===== config.mk =====
export PLATFORM = sky130hd
export DESIGN_NAME = load_store_unit
export DESIGN_NICKNAME = d
export VERILOG_FILES = /design/src/rtl/load_store_unit_pkg.sv /design/src/rtl/lsu_align.sv /design/src/rtl/load_store_unit.sv
export SDC_FILE = /design/constraint.sdc
export NUM_CORES = 1
export LEC_CHECK = 0
export BUFFER_PORTS_ARGS = -buffer_cell sky130_fd_sc_hd__buf_2
export CAP_MARGIN = 20
export CORE_AREA = 2 2 112 114
export CTS_CLUSTER_DIAMETER = 100
export CTS_CLUSTER_SIZE = 24
export DETAILED_ROUTE_END_ITERATION = 16
export DIE_AREA = 0 0 114 116
export GPL_ROUTABILITY_DRIVEN = 0
export PLACE_DENSITY = 0.81
export RECOVER_POWER = 50
export SLEW_MARGIN = 30
export SYNTH_ARGS = -nofsm -noshare
export SYNTH_HDL_FRONTEND = slang
export SYNTH_SLANG_ARGS = --single-unit

===== constraint.sdc =====
create_clock -name clk_i -period 1.5 [get_ports clk_i]
set_input_delay 0.075 -clock clk_i [delete_from_list [all_inputs] [get_ports clk_i]]
set_output_delay 0.075 -clock clk_i [all_outputs]
set_load 0.05 [all_outputs]

===== src/rtl/load_store_unit_pkg.sv =====
// Shared definitions for the load/store unit and the downstream reduce stage:
// width_src encodings and the LSU state machine encoding.
package load_store_unit_pkg;

  // width_src_i encodings; the reduce stage decodes sign extension from these too.
  localparam logic [2:0] WS_WORD   = 3'b000;
  localparam logic [2:0] WS_HALF_S = 3'b010;
  localparam logic [2:0] WS_HALF_U = 3'b110;
  localparam logic [2:0] WS_BYTE_S = 3'b001;
  localparam logic [2:0] WS_BYTE_U = 3'b101;

  typedef enum logic [1:0] {
    ST_IDLE = 2'd0,
    ST_REQ  = 2'd1,
    ST_WAIT = 2'd2
  } lsu_state_e;

  function automatic logic is_half(input logic [2:0] ws);
    return (ws == WS_HALF_S) || (ws == WS_HALF_U);
  endfunction

  function automatic logic is_byte(input logic [2:0] ws);
    return (ws == WS_BYTE_S) || (ws == WS_BYTE_U);
  endfunction

endpackage


===== src/rtl/lsu_align.sv =====
// Combinational lane logic: byte enables, store replication and the legality
// check for a new request, plus shift/mask of a returning load word.
module lsu_align
  import load_store_unit_pkg::*;
(
  input  logic [2:0]  width_i,
  input  logic [1:0]  addr_lo_i,
  input  logic [31:0] wdata_i,
  output logic [3:0]  be_o,
  output logic [31:0] wdata_o,
  output logic        illegal_o,
  input  logic [2:0]  ld_width_i,
  input  logic [1:0]  ld_off_i,
  input  logic [31:0] ld_rdata_i,
  output logic [31:0] ld_data_o
);

  logic [31:0] ld_shifted;

  always_comb begin
    be_o      = 4'b0000;
    wdata_o   = wdata_i;
    illegal_o = 1'b0;
    if (width_i == WS_WORD) begin
      be_o      = 4'b1111;
      illegal_o = (addr_lo_i != 2'b00);
    end else if (is_half(width_i)) begin
      be_o      = 4'b0011 << addr_lo_i;
      wdata_o   = {2{wdata_i[15:0]}};
      illegal_o = addr_lo_i[0];
    end else if (is_byte(width_i)) begin
      be_o      = 4'b0001 << addr_lo_i;
      wdata_o   = {4{wdata_i[7:0]}};
    end else begin
      illegal_o = 1'b1;
    end
  end

  // Zero fill only; sign extension happens in the reduce stage.
  always_comb begin
    ld_shifted = ld_rdata_i >> {ld_off_i, 3'b000};
    if (is_byte(ld_width_i)) begin
      ld_data_o = {24'h000000, ld_shifted[7:0]};
    end else if (is_half(ld_width_i)) begin
      ld_data_o = {16'h0000, ld_shifted[15:0]};
    end else begin
      ld_data_o = ld_shifted;
    end
  end

endmodule


===== src/rtl/load_store_unit.sv =====
// Load/store unit: accepts one execute-stage memory request at a time, issues it
// on the dmem bus and returns right-aligned, zero-filled load data.
module load_store_unit
  import load_store_unit_pkg::*;
(
  input  logic        clk_i,
  input  logic        rstn_i,
  input  logic        req_valid_i,
  input  logic        req_we_i,
  input  logic [31:0] addr_i,
  input  logic [31:0] wdata_i,
  input  logic [2:0]  width_src_i,
  output logic        stall_o,
  output logic [31:0] rdata_o,
  output logic        rdata_valid_o,
  output logic        access_fault_o,
  output logic        dmem_req_o,
  output logic        dmem_we_o,
  output logic [31:0] dmem_addr_o,
  output logic [3:0]  dmem_be_o,
  output logic [31:0] dmem_wdata_o,
  input  logic        dmem_gnt_i,
  input  logic        dmem_rvalid_i,
  input  logic [31:0] dmem_rdata_i
);

  lsu_state_e  state_q, state_d;
  logic [31:0] addr_q, addr_d;
  logic        we_q, we_d;
  logic [3:0]  be_q, be_d;
  logic [31:0] wdata_q, wdata_d;
  logic [2:0]  ld_width_q, ld_width_d;
  logic [1:0]  ld_off_q, ld_off_d;
  logic [31:0] rdata_q, rdata_d;
  logic        rdata_valid_q, rdata_valid_d;
  logic        fault_q, fault_d;

  logic [3:0]  req_be;
  logic [31:0] req_wdata;
  logic        req_illegal;
  logic [31:0] ld_data;
  logic        stall;

  lsu_align u_align (
    .width_i    (width_src_i),
    .addr_lo_i  (addr_i[1:0]),
    .wdata_i    (wdata_i),
    .be_o       (req_be),
    .wdata_o    (req_wdata),
    .illegal_o  (req_illegal),
    .ld_width_i (ld_width_q),
    .ld_off_i   (ld_off_q),
    .ld_rdata_i (dmem_rdata_i),
    .ld_data_o  (ld_data)
  );

  always_comb begin
    state_d       = state_q;
    addr_d        = addr_q;
    we_d          = we_q;
    be_d          = be_q;
    wdata_d       = wdata_q;
    ld_width_d    = ld_width_q;
    ld_off_d      = ld_off_q;
    rdata_d       = rdata_q;
    rdata_valid_d = 1'b0;
    fault_d       = 1'b0;
    stall         = 1'b0;
    case (state_q)
      ST_IDLE: begin
        if (req_valid_i) begin
          if (req_illegal) begin
            fault_d = 1'b1;
          end else begin
            stall      = 1'b1;
            state_d    = ST_REQ;
            addr_d     = {addr_i[31:2], 2'b00};
            we_d       = req_we_i;
            be_d       = req_be;
            wdata_d    = req_wdata;
            ld_width_d = width_src_i;
            ld_off_d   = addr_i[1:0];
          end
        end
      end
      ST_REQ: begin
        stall = 1'b1;
        if (dmem_gnt_i) begin
          // A granted store retires now; a load still owes its data.
          if (we_q) begin
            stall   = 1'b0;
            state_d = ST_IDLE;
          end else begin
            state_d = ST_WAIT;
          end
        end
      end
      ST_WAIT: begin
        stall = 1'b1;
        if (dmem_rvalid_i) begin
          stall         = 1'b0;
          rdata_d       = ld_data;
          rdata_valid_d = 1'b1;
          state_d       = ST_IDLE;
        end
      end
      default: begin
        state_d = ST_IDLE;
      end
    endcase
  end

  always_ff @(posedge clk_i or negedge rstn_i) begin
    if (!rstn_i) begin
      state_q       <= ST_IDLE;
      addr_q        <= 32'h0;
      we_q          <= 1'b0;
      be_q          <= 4'h0;
      wdata_q       <= 32'h0;
      ld_width_q    <= WS_WORD;
      ld_off_q      <= 2'b00;
      rdata_q       <= 32'h0;
      rdata_valid_q <= 1'b0;
      fault_q       <= 1'b0;
    end else begin
      state_q       <= state_d;
      addr_q        <= addr_d;
      we_q          <= we_d;
      be_q          <= be_d;
      wdata_q       <= wdata_d;
      ld_width_q    <= ld_width_d;
      ld_off_q      <= ld_off_d;
      rdata_q       <= rdata_d;
      rdata_valid_q <= rdata_valid_d;
      fault_q       <= fault_d;
    end
  end

  assign stall_o        = stall;
  assign rdata_o        = rdata_q;
  assign rdata_valid_o  = rdata_valid_q;
  assign access_fault_o = fault_q;
  assign dmem_req_o     = (state_q == ST_REQ);
  assign dmem_we_o      = we_q;
  assign dmem_addr_o    = addr_q;
  assign dmem_be_o      = be_q;
  assign dmem_wdata_o   = wdata_q;

endmodule


==> impl_metrics.yaml <==
yosys:
  synth_edf_count: 0
  netlist.area_leader.share_pct: 51.9
  synth_area_sq_um: 5160
  synthArstFlopShare_pct: 100
  netlist_top_cells_count: "dfrtp_1, nand2_1, o21ai_0"
  yosysUniqueCellTypes: 34
  synthCells: 449
  synth_top_cell_by_area: "dfrtp_1"
  ys_ff_latch: 107
  avgSynthCellArea_sq_um: 11.5
  synthFlopType: "dfrtp_1"
  synth-seq-area-share_pct: 51.9
  yosys_warnings: 0
  synth_most_common_cell: "dfrtp_1"
  synth.area.top_cells: "dfrtp_1, mux2_4, mux2i_1, mux2_2, o21ai_0"
drt:
  ant_nets: 0
  via_per_inst: 5.28
  initialDrtViolationCount: 253
  routedWlPerCell_microns: 18.2
  wl_microns: 16000
  firstDrtPassIters: 5
  num_vias: 4650
  route.detailed.drc: 0
place:
  dp_hpwl_microns: 10000
  dp_slack_ns: -0.250
  io_buffers: 207
critical_path:
  worst_setup_path_end_kind: "flop"
  worstPathRequired_ns: 1.74
  ff2ff_path_depth: 5
  crit_arrival_ns: 1.94
  path_class: "flop to flop"
  path_max_fanout: 11
  cp-start-kind: "flop"
floorplan:
  core_sq_um: 11900
  die_h_microns: 116
  die_area_sq_um: 13200
  io_pins: 210
  rows: 40
  start_util_pct: 43.3
  dieWidth_microns: 114
clocking:
  clockBufferDepth: 2
  tritoncts: "built"
  clock_latency_ns: 0.36
  cts.sinks: 107
  cts_root_buf: "clkbuf_16"
  htree_levels: 3
  cts_made_buffers: 9
  clkTransAtPathRegs_ns: 0.07
sta:
  finalHoldViolCount: 0
  worst_slack_ns: -0.198
  setup_viol: 80
  clock.fmax_ghz: 0.589
  slew_violations: 0
  worstMarginPinSlew_ns: 1.05
  skew_ns: 0.0105
  finalCritPeriodShare_pct: 113
  layout_min_cycle_time_ns: 1.70
  slew_headroom_pct: 30.1
  rsz0062_at_grt: "yes"
global_route:
  antenna_found_initial: 0
  overflow: 0
  grt_first_pass_wirelength_microns: 22700
  grt_max_degree: 67
  grt_use_total_pct: 22.1
  grt_pass1_vias: 4646
outcome:
  violations: "setup timing"
  outcome: "finished with violations"
layout:
  drive_gt1_share_pct: 49.8
  final_core_util_pct: 65.0
  syn_to_final_growth_pct: 50.0
  nets: 837
  num_antenna_cells: 0
power:
  vdd_drop_max_v: 0.00166
  leakagePower_nw: 4.00
  power_density_nw_per_um2: 2050
flow_run:
  cap_viol_max_count: 0
min_path:
  hold_class: "input port to flop"
  holdPathStages: 3
==> registers in the layout (all words and copies together), names as in the netlist <==
signal	flops
ld_width_q	2
dmem_we_o	1
dmem_addr_o	30
ld_off_q	2
rdata_o	32
rdata_valid_o	1
state_q	2
dmem_be_o	4
access_fault_o	1
dmem_wdata_o	32
==> cell type report <==
type	count	area [sq um]
flip-flops and latches	107	2680
multi-input cells	306	2420
well taps	147	184
fillers	885	4170
inverters	4	17.5
clock inverters	5	37.5
clock buffers	11	243
repair buffers	300	2160
==> cell families after synthesis <==
group	after synthesis	share of synthesized area [%]
flops	107	51.9
compound gates	101	11.9
simple gates	101	8.66
mux	97	22.2
buf+inv	37	4.00
fa+ha+maj	4	0.970
other cells	1	0.0727
xor+xnor	1	0.315
==> where the power goes <==
part | internal (mW) | switching [mW] | total (mW) | leakage (nW)
Combinational | 2.77 | 6.03 | 8.80 | 2.53
Sequential | 4.03 | 0.775 | 4.80 | 1.33
Clock | 1.18 | 1.10 | 2.28 | 0.132
Total | 7.98 | 7.91 | 15.9 | 4.00
==> critical path, cell delays in order (launching register included) <==
cell,delay (ns)
dfrtp_1,0.41
nor3b_4,0.29
o311ai_4,0.19
buf_12,0.17
buf_4,0.20
mux2_4,0.32
==> per-stage QoR <==
stage               instances  TNS (ns)  hold WS [ns]  power (mW)  area, sq um
global route              880    -17.10       0.00326        16.6         7740
finish                    880     -9.98       0.00160        15.9         7740
global placement          801     -7.46        0.0764        12.6         6510
CTS                       864    -10.89       0.00119        15.4         7330
floorplan                 450    -0.518        -0.221        10.7         5170
detailed placement        801     -9.80        0.0843        12.8         6510
==> final timing paths <==
path                             startpoint                to  slack, ns
max                              state_q[1]   dmem_addr_o[15]      -0.20
min                        dmem_rdata_i[29]       rdata_o[29]      0.002
max reg2reg                      state_q[1]   dmem_addr_o[15]      -0.20
min reg2reg                dmem_wdata_o[26]  dmem_wdata_o[26]       0.48
max in group asynchronous            rstn_i  dmem_wdata_o[14]       0.28
min in group asynchronous            rstn_i    access_fault_o       0.53
==> placed cells by master (no fill, tap or decap), drive strengths merged, types with 13 or more instances in the layout <==
master / n
dfrtp: 107
dlygate4sd3: 40
o21ai: 66
clkbuf: 23
a21oi: 14
a22o: 16
mux2: 57
nor2: 13
buf: 248
nand2: 73
mux2i: 40
==> what timing repair did <==
action                                  in CTS  in global routing
buffers inserted                             6                  5
endpoints found under the setup margin      71                 90
cloned                                       2                 10
hold buffers                                39                  1
pin swaps                                    4                 17
gates resized for setup                     16                 66
hold endpoints to repair                   146                  1
==> metal layers <==
layer | track usage, % | share of wire [%] | vias to the layer above
li1 | - | - | 2120
met1 | 24.9 | 39 | 2279
met2 | 39.3 | 51 | 212
met3 | 8.21 | 6.9 | 39
met4 | 6.34 | 2.6 | 0
met5 | 0 | 0 | -
Note: power is estimated with default switching activity, not from simulation.
